==> config.mk <==
export PLATFORM = sky130hd
export DESIGN_NAME = mips_multicycle_ctrl
export DESIGN_NICKNAME = d
export VERILOG_FILES = /design/src/rtl/mips_ctrl_pkg.sv /design/src/rtl/alu_decoder.sv /design/src/rtl/mips_multicycle_ctrl.sv
export SDC_FILE = /design/constraint.sdc
export NUM_CORES = 1
export LEC_CHECK = 0
export ABC_AREA = 1
export CORE_UTILIZATION = 50
export DETAILED_ROUTE_END_ITERATION = 8
export GPL_TIMING_DRIVEN = 0
export PLACE_DENSITY = 0.78
export SLEW_MARGIN = 0
export SYNTH_ARGS = -nofsm -noshare
export SYNTH_HDL_FRONTEND = slang
export SYNTH_SLANG_ARGS = --single-unit
==> constraint.sdc <==
create_clock -name clk -period 1.8 [get_ports clk]
set_input_delay 0.36 -clock clk [delete_from_list [all_inputs] [get_ports clk]]
set_output_delay 0.36 -clock clk [all_outputs]
set_load 0.02 [all_outputs]
==> src/rtl/mips_ctrl_pkg.sv <==
// Shared encodings for the multi-cycle MIPS control path: FSM states,
// opcode/funct constants and the datapath select encodings.
package mips_ctrl_pkg;

    typedef enum logic [3:0] {
        S_IDLE,
        S_FETCH,
        S_DECODE,
        S_EX_R,
        S_EX_MEMADDR,
        S_EX_IMM,
        S_EX_BEQ,
        S_EX_J,
        S_MEM_LW,
        S_MEM_SW,
        S_WB_R,
        S_WB_LW,
        S_WB_IMM
    } state_e;

    typedef enum logic [3:0] {
        ALU_ADD = 4'd0,
        ALU_SUB = 4'd1,
        ALU_AND = 4'd2,
        ALU_OR  = 4'd3,
        ALU_SLT = 4'd4
    } alu_op_e;

    typedef enum logic [1:0] {
        PC_SEQ    = 2'd0,
        PC_BRANCH = 2'd1,
        PC_JUMP   = 2'd2
    } pc_src_e;

    typedef enum logic [1:0] {
        SRCB_REG   = 2'd0,
        SRCB_FOUR  = 2'd1,
        SRCB_IMM   = 2'd2,
        SRCB_SHIMM = 2'd3
    } alu_src_b_e;

    localparam logic [5:0] OP_RTYPE = 6'h00;
    localparam logic [5:0] OP_J     = 6'h02;
    localparam logic [5:0] OP_BEQ   = 6'h04;
    localparam logic [5:0] OP_ADDI  = 6'h08;
    localparam logic [5:0] OP_LW    = 6'h23;
    localparam logic [5:0] OP_SW    = 6'h2B;

    localparam logic [5:0] FN_ADD = 6'h20;
    localparam logic [5:0] FN_SUB = 6'h22;
    localparam logic [5:0] FN_AND = 6'h24;
    localparam logic [5:0] FN_OR  = 6'h25;
    localparam logic [5:0] FN_SLT = 6'h2A;

endpackage

==> src/rtl/alu_decoder.sv <==
// R-type funct field to ALU operation; valid is low for unsupported funct codes.
module alu_decoder
    import mips_ctrl_pkg::*;
(
    input  logic [5:0] funct,
    output logic [3:0] alu_op,
    output logic       valid
);

    always_comb begin
        alu_op = ALU_ADD;
        valid  = 1'b1;
        case (funct)
            FN_ADD:  alu_op = ALU_ADD;
            FN_SUB:  alu_op = ALU_SUB;
            FN_AND:  alu_op = ALU_AND;
            FN_OR:   alu_op = ALU_OR;
            FN_SLT:  alu_op = ALU_SLT;
            default: valid  = 1'b0;
        endcase
    end

endmodule

==> src/rtl/mips_multicycle_ctrl.sv <==
// Multi-cycle MIPS control FSM: sequences fetch/decode/execute/memory/write-back,
// counts retired instructions and flags unsupported opcodes or funct codes.
module mips_multicycle_ctrl
    import mips_ctrl_pkg::*;
#(
    parameter int unsigned CNT_W = 32
) (
    input  logic             clk,
    input  logic             rst,
    input  logic [5:0]       opcode,
    input  logic [5:0]       funct,
    input  logic             zero,
    input  logic             mem_ready,
    output logic             pc_write,
    output logic [1:0]       pc_src,
    output logic             iord,
    output logic             mem_read,
    output logic             mem_write,
    output logic             ir_write,
    output logic             reg_dst,
    output logic             mem_to_reg,
    output logic             reg_write,
    output logic             alu_src_a,
    output logic [1:0]       alu_src_b,
    output logic [3:0]       alu_op,
    output logic             illegal,
    output logic [CNT_W-1:0] retired
);

    state_e     state;
    state_e     next_state;
    logic       retire;
    logic       set_illegal;
    logic [3:0] dec_op;
    logic       dec_valid;

    alu_decoder u_alu_decoder (
        .funct  (funct),
        .alu_op (dec_op),
        .valid  (dec_valid)
    );

    always_ff @(posedge clk or posedge rst) begin
        if (rst) begin
            state   <= S_IDLE;
            retired <= '0;
            illegal <= 1'b0;
        end else begin
            state <= next_state;
            if (retire)
                retired <= retired + CNT_W'(1);
            if (set_illegal)
                illegal <= 1'b1;
        end
    end

    // Outputs decode straight from state so an asynchronous reset clears them
    // in the same instant; only the handshake/flag gated terms look at inputs.
    always_comb begin
        pc_write    = 1'b0;
        pc_src      = PC_SEQ;
        iord        = 1'b0;
        mem_read    = 1'b0;
        mem_write   = 1'b0;
        ir_write    = 1'b0;
        reg_dst     = 1'b0;
        mem_to_reg  = 1'b0;
        reg_write   = 1'b0;
        alu_src_a   = 1'b0;
        alu_src_b   = SRCB_REG;
        alu_op      = ALU_ADD;
        next_state  = state;
        retire      = 1'b0;
        set_illegal = 1'b0;

        case (state)
            S_IDLE: next_state = S_FETCH;
            S_FETCH: begin
                mem_read  = 1'b1;
                alu_src_b = SRCB_FOUR;
                if (mem_ready) begin
                    ir_write   = 1'b1;
                    pc_write   = 1'b1;
                    next_state = S_DECODE;
                end
            end
            S_DECODE: begin
                alu_src_b = SRCB_SHIMM;
                case (opcode)
                    OP_RTYPE:     next_state = S_EX_R;
                    OP_LW, OP_SW: next_state = S_EX_MEMADDR;
                    OP_ADDI:      next_state = S_EX_IMM;
                    OP_BEQ:       next_state = S_EX_BEQ;
                    OP_J:         next_state = S_EX_J;
                    default: begin
                        set_illegal = 1'b1;
                        next_state  = S_FETCH;
                    end
                endcase
            end
            S_EX_R: begin
                alu_src_a = 1'b1;
                alu_op    = dec_op;
                if (dec_valid) begin
                    next_state = S_WB_R;
                end else begin
                    set_illegal = 1'b1;
                    next_state  = S_FETCH;
                end
            end
            S_EX_MEMADDR: begin
                alu_src_a  = 1'b1;
                alu_src_b  = SRCB_IMM;
                next_state = (opcode == OP_LW) ? S_MEM_LW : S_MEM_SW;
            end
            S_EX_IMM: begin
                alu_src_a  = 1'b1;
                alu_src_b  = SRCB_IMM;
                next_state = S_WB_IMM;
            end
            S_EX_BEQ: begin
                alu_src_a  = 1'b1;
                alu_op     = ALU_SUB;
                pc_src     = PC_BRANCH;
                pc_write   = zero;
                retire     = 1'b1;
                next_state = S_FETCH;
            end
            S_EX_J: begin
                pc_src     = PC_JUMP;
                pc_write   = 1'b1;
                retire     = 1'b1;
                next_state = S_FETCH;
            end
            S_MEM_LW: begin
                iord     = 1'b1;
                mem_read = 1'b1;
                if (mem_ready)
                    next_state = S_WB_LW;
            end
            S_MEM_SW: begin
                iord      = 1'b1;
                mem_write = 1'b1;
                if (mem_ready) begin
                    retire     = 1'b1;
                    next_state = S_FETCH;
                end
            end
            S_WB_R: begin
                reg_dst    = 1'b1;
                reg_write  = 1'b1;
                retire     = 1'b1;
                next_state = S_FETCH;
            end
            S_WB_LW: begin
                mem_to_reg = 1'b1;
                reg_write  = 1'b1;
                retire     = 1'b1;
                next_state = S_FETCH;
            end
            S_WB_IMM: begin
                reg_write  = 1'b1;
                retire     = 1'b1;
                next_state = S_FETCH;
            end
            default: next_state = S_IDLE;
        endcase
    end

endmodule
==> flow_summary.yaml <==
run_status:
  status: "finished with violations"
  failed_checks: "negative setup slack"
place:
  place_congestion: 0.949
  hpwl_um: 5730
  io_buffers: 64
  postPlaceCellArea_um2: 3410
  dp_cells: 552
final_layout:
  num-fill-cells: 468
  final_nets: 523
  n_antenna_cell: 0
  finalNonFillerCells: 577
  area_growth_pct: 38.4
  layout-drive-gt1-share_pct: 18.1
  final_area_um2: 3710
synthesis:
  ys_seq_area_share_pct: 34.5
  synth.most_common_cell: "nand2_1"
  ys_ff_latch: 37
  ys_warn_count: 0
  syn_area_per_cell_um2: 6.42
  synthCells: 418
  synth_cell_type_count: 28
  synth-main-ff-cell: "dfrtp_1"
  synth_nets: 435
  synth_area_leader_cell: "dfrtp_1"
  synth_top_cells_by_count: "nand2_1, inv_1, nor2_1"
  synthArstFlopShare_pct: 100
  synthTopCellsByArea: "dfrtp_1, nand2_1, inv_1"
  synth-edff-count: 0
  yosysTopAreaCellShare_pct: 34.5
  synth_area_um2: 2680
route:
  drcViolationCount: 0
  drt_iter0_markers: 149
  via_per_inst: 5.17
  drt-met1-wl_um: 3390
  ant_nets: 0
  avgRoutedWirePerCell_um: 13.9
  dr.pass1.iters: 5
  routed.top_layer: "met4"
  routed_wl_um: 8020
  dr_wl_met3_um: 578
  num_vias: 2985
  met2_length_um: 3880
floorplan:
  dieArea_um2: 5660
  fp.dieW_um: 75.2
  placeableCoreArea_um2: 5140
  row_count: 26
  start_util_pct: 52.2
  io_pins: 66
  die_h_um: 75.2
setup_path:
  cp.required_ps: 1440
  arrival_ps: 1520
  path_max_fanout: 6
  critPathSlowestCell: "dfrtp_1"
  crit_path_end_kind: "output port"
  crit_type: "reg -> out"
  cp-startpoint: "state[2]$_DFFE_PP0P_"
  crit_top_cell: "buf_6"
  critical-path-top-delay-family: "flip-flops"
  startpoint_type: "register"
  slowest_delay_ps: 440
  crit_chain: "buf_6, nor2_4, nand2_4, nor3_2, a211o_1, buf_6"
  timing.rr.start: "state[2]$_DFFE_PP0P_"
  path_buf_inv: 2
sta:
  drv_slew: 0
  skew_ps: 7.90
  fin_crit_sh_pct: 105
  rsz0062_at_grt: "yes"
  slew_headroom_pct: 46.9
  setup_ws_ps: -81.2
  hold_viol: 0
  setup_viol: 5
  setup-tns-final_ps: -257
  tightest_slew_ps: 795
  finalCriticalPeriod_ps: 1880
  max_freq_ghz: 0.532
cts:
  clockBufferDepth: 2
  cts_root_buf: "clkbuf_8"
  htreeDepth: 2
  clkLatencyLatePin_ps: 300
  cts_buffers: 5
  cts_tree: "done"
  clk_pin_slew_ps: 80
  cts_sinks: 37
  postCtsHoldBufs: 0
grt:
  grt_pass1_vias: 2700
  grt_usage_pct: 28.8
  antenna_found_initial: 0
  grt_start_max_net_pins: 38
  grt_remaining_overflow: 0
  grt_pass1_wl_um: 12200
power_and_ir_drop:
  power_leakage_nw: 1.89
  power_density_nw_per_um2: 807
  total_power_w: 0.00300
  peakVddDrop_mv: 0.599
flow_run:
  cap_violations: 0
min_path:
  hold_class: "in -> async"
area by class of cell:
type	count	area (um2)	share of cell area (%)
multi-input combinational	320	1630	43.8
clock inverter	2	10.0	0.270
sequential	37	931	25.1
buffer	4	35.0	0.943
clock buffer	6	72.6	1.95
inverter	57	214	5.76
tap	70	87.6	2.36
timing repair buffer	81	736	19.8
power by group:
| group | switching (W) | total, W | internal (W) |
|---|---|---|---|
| sequential | 0.000143 | 0.00107 | 0.000922 |
| combinational | 0.000813 | 0.00135 | 0.000539 |
| clock | 0.000311 | 0.000580 | 0.000269 |
| total | 0.00127 | 0.00300 | 0.00173 |
worst paths after layout:
path / endpoint / slack, ps / cells past startpoint
max reg2reg: retired[17]$_DFFE_PP0P_ / 30 / 9
min: retired[11]$_DFFE_PP0P_ / 530 / 2
min in group clk: illegal$_DFFE_PP0P_ / 530 / 2
max: alu_op[0] / -80 / 6
min reg2reg: illegal$_DFFE_PP0P_ / 530 / 2
max in group asynchronous: state[0]$_DFFE_PP0P_ / 710 / 2
cell families (layout without fill, tap and decap cells):
family | count (synthesis) | in the layout | synth area share [%]
compound gates | 19 | 19 | 4.10
xor+xnor | 15 | 15 | 5.46
fa+ha+maj | 1 | 1 | 0.466
buf+inv | 61 | 150 | 9.28
flops | 37 | 37 | 34.5
other cells | 1 | 1 | 0.140
simple gates | 284 | 284 | 46.0
worst reg2reg max path: stages, from the launching register on:
cell and delay [ps]:
dfrtp_1 440, buf_4 160, buf_4 130, buf_4 140, nand3_4 80, nand3_2 90
a21oi_4 340, buf_6 210, nand2_1 60, nand2_1 80
state kept, by name (all words and copies together), names as in the netlist:
signal and cells:
retired 32, state 4, illegal 1
metrics by stage:
stage	setup slack, ps	util, %	hold WS, ps
CTS	-24.7	69.9	521
floorplan	20.9	-	531
global route	-130	72.2	562
finish	-81.2	72.2	526
global placement	-536	66.4	493
detailed placement	-537	66.4	501
layout by cell type (no fill, tap or decap), drive strengths merged:
cell / count
a211o: 1
a21oi: 6
buf: 33
clkbuf: 9
clkdlybuf4s15: 1
clkdlybuf4s50: 38
clkinv: 2
conb: 1
dfrtp: 37
dlygate4sd2: 5
dlymetal6s2s: 5
ha: 1
inv: 57
nand2: 168
nand3: 32
nand3b: 3
nand4: 5
nor2: 61
nor3: 15
o21ai: 12
xnor2: 4
xor2: 11
timing repair:
item | in CTS | in global routing
resized for setup | 75 | 49
gates cloned | 0 | 0
setup endpoints to repair | 17 | 32
setup buffers | 11 | 6
pin swaps | 8 | 10
metal layers:
metal	vias to the layer above	GRT usage, %
met1	1364	36.7
met3	19	5.09
met2	134	48.3
li1	1468	-
met4	0	11.5
met5	-	0
(Power assumes the default switching activity.)
